==> src/rtl/core_pkg.sv <==
// Shared core definitions: address width, reset vector and the next-PC select encoding.
package core_pkg;

  localparam int unsigned XLEN = 32;

  localparam logic [31:0] RESET_VECTOR = 32'h0000_0000;

  typedef enum logic [1:0] {
    PC_SEQ  = 2'b00,
    PC_BR   = 2'b01,
    PC_JALR = 2'b10,
    PC_HOLD = 2'b11
  } pc_sel_t;

endpackage

==> src/rtl/program_counter_if.sv <==
// Fetch-side bundle between the control/decode logic (master) and the program counter (slave).
interface program_counter_if #(
  parameter int unsigned XLEN = 32
);
  import core_pkg::*;

  pc_sel_t             choice;
  logic [XLEN-1:0]     imm;
  logic [XLEN-1:0]     rs1;
  logic [XLEN-1:0]     pc_out;
  logic [XLEN-1:0]     pc_plus4;
  logic                misaligned;

  modport master (
    output choice,
    output imm,
    output rs1,
    input  pc_out,
    input  pc_plus4,
    input  misaligned
  );

  modport slave (
    input  choice,
    input  imm,
    input  rs1,
    output pc_out,
    output pc_plus4,
    output misaligned
  );

endinterface

==> src/rtl/pc_next_logic.sv <==
// Combinational next-PC selection, link value and target alignment flag.
module pc_next_logic #(
  parameter int unsigned XLEN = 32
) (
  input  logic [XLEN-1:0]  pc,
  input  core_pkg::pc_sel_t choice,
  input  logic [XLEN-1:0]  imm,
  input  logic [XLEN-1:0]  rs1,
  output logic [XLEN-1:0]  next_pc,
  output logic [XLEN-1:0]  pc_plus4,
  output logic             misaligned
);
  import core_pkg::*;

  logic [XLEN-1:0] seq_target;
  logic [XLEN-1:0] br_target;
  logic [XLEN-1:0] jalr_sum;
  logic [XLEN-1:0] jalr_target;

  // All sums wrap modulo 2^XLEN; carries are dropped on purpose.
  always_comb begin
    seq_target  = pc + XLEN'(4);
    br_target   = pc + imm;
    jalr_sum    = rs1 + imm;
    jalr_target = {jalr_sum[XLEN-1:1], 1'b0};
  end

  assign pc_plus4 = seq_target;

  always_comb begin
    next_pc    = pc;
    misaligned = 1'b0;
    unique case (choice)
      PC_SEQ: begin
        next_pc = seq_target;
      end
      PC_BR: begin
        next_pc    = br_target;
        misaligned = (br_target[1:0] != 2'b00);
      end
      PC_JALR: begin
        next_pc    = jalr_target;
        misaligned = (jalr_target[1:0] != 2'b00);
      end
      PC_HOLD: begin
        next_pc = pc;
      end
      default: begin
        next_pc = pc;
      end
    endcase
  end

endmodule

==> src/rtl/program_counter.sv <==
// Fetch-stage program counter: one flop bank with asynchronous active-low reset.
module program_counter #(
  parameter int unsigned    XLEN         = core_pkg::XLEN,
  parameter logic [XLEN-1:0] RESET_VECTOR = XLEN'(core_pkg::RESET_VECTOR)
) (
  input  logic              clk,
  input  logic              reset,
  program_counter_if.slave  bus
);

  logic [XLEN-1:0] pc_q;
  logic [XLEN-1:0] pc_d;

  pc_next_logic #(
    .XLEN(XLEN)
  ) u_next (
    .pc         (pc_q),
    .choice     (bus.choice),
    .imm        (bus.imm),
    .rs1        (bus.rs1),
    .next_pc    (pc_d),
    .pc_plus4   (bus.pc_plus4),
    .misaligned (bus.misaligned)
  );

  // Misaligned targets are still loaded; the control unit owns the trap decision.
  always_ff @(posedge clk or negedge reset) begin
    if (!reset) begin
      pc_q <= RESET_VECTOR;
    end else begin
      pc_q <= pc_d;
    end
  end

  assign bus.pc_out = pc_q;

endmodule

==> src/flat_wrapper.sv <==
// flat-port wrapper written by rule: the top's interface ports become plain ports
module program_counter_flat 
#(
  parameter int unsigned    XLEN         = core_pkg::XLEN,
  parameter logic [XLEN-1:0] RESET_VECTOR = XLEN'(core_pkg::RESET_VECTOR)
)
  (clk, reset, bus_choice, bus_imm, bus_rs1, bus_pc_out, bus_pc_plus4, bus_misaligned);
  program_counter_if #(.XLEN(XLEN)) bus_i ();
  input  logic clk;
  input  logic reset;
  input wire logic [$bits(bus_i.choice)-1:0] bus_choice;
  input wire logic [$bits(bus_i.imm)-1:0] bus_imm;
  input wire logic [$bits(bus_i.rs1)-1:0] bus_rs1;
  output wire logic [$bits(bus_i.pc_out)-1:0] bus_pc_out;
  output wire logic [$bits(bus_i.pc_plus4)-1:0] bus_pc_plus4;
  output wire logic [$bits(bus_i.misaligned)-1:0] bus_misaligned;
  assign bus_i.choice = bus_choice;
  assign bus_i.imm = bus_imm;
  assign bus_i.rs1 = bus_rs1;
  assign bus_pc_out = bus_i.pc_out;
  assign bus_pc_plus4 = bus_i.pc_plus4;
  assign bus_misaligned = bus_i.misaligned;
  program_counter #(.XLEN(XLEN), .RESET_VECTOR(RESET_VECTOR)) u_core (.clk(clk), .reset(reset), .bus(bus_i));
endmodule
==> config.mk <==
export PLATFORM = sky130hd
export DESIGN_NAME = program_counter_flat
export DESIGN_NICKNAME = d
export VERILOG_FILES = /design/src/rtl/core_pkg.sv /design/src/rtl/program_counter_if.sv /design/src/rtl/pc_next_logic.sv /design/src/rtl/program_counter.sv /design/src/flat_wrapper.sv
export SDC_FILE = /design/constraint.sdc
export NUM_CORES = 1
export LEC_CHECK = 0
export BUFFER_PORTS_ARGS = -buffer_cell sky130_fd_sc_hd__buf_2
export CAP_MARGIN = 5
export CELL_PAD_IN_SITES_DETAIL_PLACEMENT = 0
export CELL_PAD_IN_SITES_GLOBAL_PLACEMENT = 1
export CORE_MARGIN = 4
export CORE_UTILIZATION = 44
export DETAILED_ROUTE_END_ITERATION = 10
export GPL_TIMING_DRIVEN = 0
export PLACE_DENSITY = 0.95
export RECOVER_POWER = 50
export SYNTH_ARGS = -nofsm -noshare
export SYNTH_HDL_FRONTEND = slang
export SYNTH_SLANG_ARGS = --single-unit
==> constraint.sdc <==
create_clock -name clk -period 6.4 [get_ports clk]
set_clock_uncertainty 0.15 [all_clocks]
set_input_delay 0.32 -clock clk [delete_from_list [all_inputs] [get_ports clk]]
set_output_delay 0.32 -clock clk [all_outputs]
set_load 0.1 [all_outputs]
After elaboration in Yosys (flattened, before gate mapping)
Cells that the tools add are included.

Input bits: 68. Output and inout port bits: 65. Bits in registers: 32.

$add $sub $neg: 3. Multiplexer cells: 2. Equal/unequal tests: 3. Reduce and logical (&&, ||, !) cells: 2.

Operators by type and width (number): case mux 32 bit (3 select lines) (1); adder 32 bit (2); adder 32 x 3 -> 32 bit (second input constant) (1); == test 2 bit (second input constant) (2); == test 2 x 1 -> 1 bit (second input constant) (1); logical NOT 2 bit (1); case mux 1 bit (2 select lines) (1); nonzero test 2 bit (1).

Longest topological paths before layout
Depth in word-level cells: 3. Mapped depth: 12. Gate-level depth less buffers: 12.

Cells and area by module
Synthesis repeated with hierarchy kept, for this count alone.

Cells, all modules: 739. Area, all modules: 5713.0 um^2.

Modules (own cells, without submodules): pc_next_logic (seq. area each 0.0 um^2, instances 1, area an instance 4912.2 um^2, cells an instance 707); program_counter (seq. area each 800.8 um^2, instances 1, area an instance 800.8 um^2, cells an instance 32).

Worst setup path before layout
Ideal clock, no wire load.

Kind: reg2reg. Start point: register u_core.pc_q[3], in the netlist u_core.bus.pc_out[3]. End point: register u_core.pc_q[24], in the netlist u_core.bus.pc_out[24]. Library setup time: 0.086 ns. Cell stages (with the launch flop): 11. Slack: 1.640 ns. Data arrival time: 4.523 ns. Buffers on the path: 1. Cell sequence: dfrtp_1 -> ha_1 -> and3_2 -> and3_1 -> clkbuf_1 -> nand3_1 -> nor3_1 -> nand2_1 -> xnor2_1 -> o22ai_1 -> a31oi_1.

Word-level cells in the longest chain between the ends: 2.

Ends and longest elaborated chain: from (decl) (RTL line program_counter.sv:11) `logic [XLEN-1:0] pc_q;`; from (signal assigned) (RTL line program_counter.sv:31) `pc_q <= pc_d;`; adder 32 x 3 -> 32 bit (RTL line pc_next_logic.sv:22) `seq_target = pc + XLEN'(4);`; named net bus_pc_plus4[24] (RTL line flat_wrapper.sv:15) `output wire logic [$bits(bus_i.pc_plus4)-1:0] bus_pc_plus4;`; case mux 32 bit (3 select lines) (RTL line pc_next_logic.sv:33) `unique case (choice)`.

The timed path passes the listed nets, and every way through them passes these cells. A chain may end at the register's enable or synchronous reset.

Final worst setup path
Start point: register u_core.pc_q[2], in the netlist u_core.bus.pc_out[2]. End point: output bus_pc_plus4[28].

Word-level cells in the longest chain between the ends: 1.

Ends and longest elaborated chain (RTL line): adder 32 x 3 -> 32 bit (pc_next_logic.sv:22); to (decl) (flat_wrapper.sv:15).

Every way passes these cells.

==> key figures <==
Logic synthesis
  • Synth Area in Compound Gates: 32.4%
  • Yosys warns: 0
  • Largest family of logic cells by synthesized area: compound AO/OA/AOI/OAI gates
  • Ys async rst share: 100%
  • Yosys reg bits: 32
  • Proportion of synthesized area in mux cells: 2.27%
  • Post-synth EDFFs: 0
  • Simple-gate area share of the yosys netlist: 19.6%
  • Yosys cell types: 70
  • Post-Synth XOR/XNOR Area: 11.9%
  • Adder-Cell Fraction of Synth Area: 15.0%
  • Cell taking the most area after synthesis: ha_1
  • Netlist Area Pre-Place: 5690 um2
  • Register area share after synthesis: 14.1%
  • Post-synth net total: 889
  • Most common cell in the synthesized netlist: a21oi_1
  • Post-Synthesis Cells: 754
  • Average cell area after synthesis: 7.54 um2
  • List of most frequent post-synthesis cells: 76 x a21oi_1, 67 x nand2_1, 65 x ha_1
  • Top cells by area, synth: ha_1 14%, dfrtp_1 14%, xnor2_1 6.9%
  • Ys flop type: dfrtp_1
  • Synth top area share: 14.3%

GRT
  • Vias in the first global route: 5742
  • First-pass GRT wire length: 30700 um
  • Total gr overflow: 0
  • Total Routing Usage GR: 26.2%
  • Number of antenna violations at the first check in global routing: 0
  • Pin count of the biggest net entering global routing: 33

Floorplanning
  • Starting Density: 45.1%
  • Row count: 41
  • Die area: 14800 um2
  • Die width: 122 um
  • IO Pins: 133
  • Die height: 122 um
  • Floorplan core area: 12600 um2

Place
  • GPL Wtd Cong: 0.940
  • Port bufs: 132
  • Placed cell count: 1058
  • Dpl hpwl: 16000 um
  • Placed cell areas: 6560 um2

Route
  • Drt pass-1 iters: 5
  • Routed Antenna Nets: 0
  • Drt total wl: 20100 um
  • DRC viols: 0
  • Wire per inst: 18.9 um
  • First DRT Iteration DRCs: 623
  • Via Count: 6382
  • Drt via density: 5.99

Clock network
  • Post-CTS Setup Bufs: 0
  • H-tree depth: 2
  • Clk root buf: clkbuf_16
  • TritonCTS Sinks: 32
  • Cts bufs inserted: 5
  • Worst-skew pair later-pin latency: 280 ps
  • Post-CTS Hold Buffers: 0
  • CTS-repair resized insts: 0
  • Clk slew on worst S/H paths: 60 ps
  • Clk buf depth: 2
  • CTS tree: built

Layout
  • Final instance area: 6670 um2
  • Largest register FFs: 32
  • Fin cells: 1066
  • # nets final: 1028
  • Share of layout cells above drive strength 1: 15.2%
  • # diodes: 0
  • Filler cell count in the final layout: 1339
  • Final Util: 52.9%
  • Area Growth Syn to Fin: 17.3%

Worst hold path
  • Min-Delay Startpoint: bus_imm[0]
  • HP Class: in -> reg
  • Hold EP: u_core.bus.pc_out[0]
  • Hold depth: 3

Critical path
  • Crit path required time: 5930 ps
  • Critical R2R Launch: u_core.bus.pc_out[0]
  • Startpoint Class: flip-flop
  • CP max FO: 6
  • Worst EP arrival: 3360 ps
  • Critical path endpoint category: output pin
  • Reg2reg setup slack: 2950 ps
  • Reg2Reg Depth: 12
  • Reg-to-Reg End: u_core.bus.pc_out[24]
  • Crit Path Class: reg -> out

Power
  • Pwr dens: 401 nW/um2
  • Leak Pwr: 3.13 nW
  • Maximum vdd drop: 0.000214 V

STA
  • Slew at the pin with the worst max-slew slack: 1910 ps
  • RSZ-0062 raised after global routing: no
  • Min cycle time layout: 3830 ps
  • Period utilization: 59.8%
  • Peak Freq: 261 MHz
  • Final TNS setup: 0 ps
  • Relative slew slack: -27.7%
  • Final Hold Viols: 0
  • Final setup fails: 0
  • Max-slew violation count: 33
  • Hold_ws: 314 ps

Run status
  • Failing checks: capacitance limit, slew limit
  • Status: finished, violations left

Flow run
  • Max_cap viols: 1
layer usage:
metal | global-route usage, % | vias up | share of wire (%)
met1 | 37.7 | 2942 | 44
li1 | - | 3104 | -
met3 | 3.44 | 22 | 10
met5 | 0 | - | 0
met4 | 5.39 | 0 | 1.4
met2 | 42.0 | 314 | 44
through the flow:
| stage | setup WS (ps) | power (W) |
|---|---|---|
| 6_report | 2570 | 0.00268 |
| 5_1_grt | 2410 | 0.00281 |
| 4_1_cts | 2590 | 0.00267 |
| 3_5_place_dp | 2860 | 0.00242 |
| 3_3_place_gp | 2880 | 0.00241 |
| 2_1_floorplan | 1640 | 0.00203 |
cell type report:
type                            instances  area (um2)  area share [%]
Buffer                                 38         158            2.36
Clock buffer                            7         143            2.14
Clock inverter                          1        7.51           0.113
Inverter                               31         116            1.74
Multi-Input combinational cell        653        4610            69.1
Sequential cell                        32         801            12.0
Tap cell                              172         215            3.23
Timing Repair Buffer                  132         619            9.28
cells by family after synthesis:
kind of cell    Yosys count
fa+ha+maj                67
simple gates            224
flops                    32
compound gates          273
buf+inv                  69
mux                      12
xor+xnor                 77
cells in the final DEF (no fill, tap or decap), types with 5 or more instances in the layout:
cell type	count
a211oi_1	8
a21o_1	40
a21oi_1	76
a221oi_1	14
a31o_2	5
a31oi_1	13
and3_1	13
buf_2	99
clkbuf_1	67
clkbuf_16	5
dfrtp_1	32
ha_1	65
inv_1	30
mux2_2	7
mux2i_1	5
nand2_1	67
nand2b_1	8
nand3_1	35
nand4_1	13
nor2_1	44
nor2b_1	6
nor3_1	15
o21ai_0	32
o21bai_1	5
o221ai_1	9
o22a_1	6
o22ai_1	12
o31ai_1	8
xnor2_1	45
xor2_1	32
critical path: stages (launching register included):
cell and delay [ps]:
dfrtp_1 460, ha_1 300, and3_2 260, and3_1 160, clkbuf_1 280, nand3_1 260
nor3_1 450, nand4_1 270, xnor2_1 190, buf_2 440
worst max path at each step:
stage / from / to / cells past startpoint
2_1_floorplan: u_core.bus.pc_out[3] / u_core.bus.pc_out[24] / 10
3_3_place_gp: bus_imm[0] / u_core.bus.pc_out[26] / 12
3_5_place_dp: bus_imm[0] / u_core.bus.pc_out[26] / 12
4_1_cts: u_core.bus.pc_out[2] / bus_pc_plus4[28] / 9
5_1_grt: u_core.bus.pc_out[3] / bus_pc_plus4[28] / 9
6_report: u_core.bus.pc_out[2] / bus_pc_plus4[28] / 9
power breakdown:
group	switching (W)	leakage (nW)	internal (W)
clock network	0.0000934	0.0701	0.000155
registers	0.000128	0.384	0.000257
logic	0.00154	2.68	0.000502
Note: power is estimated with default switching activity, not from simulation.
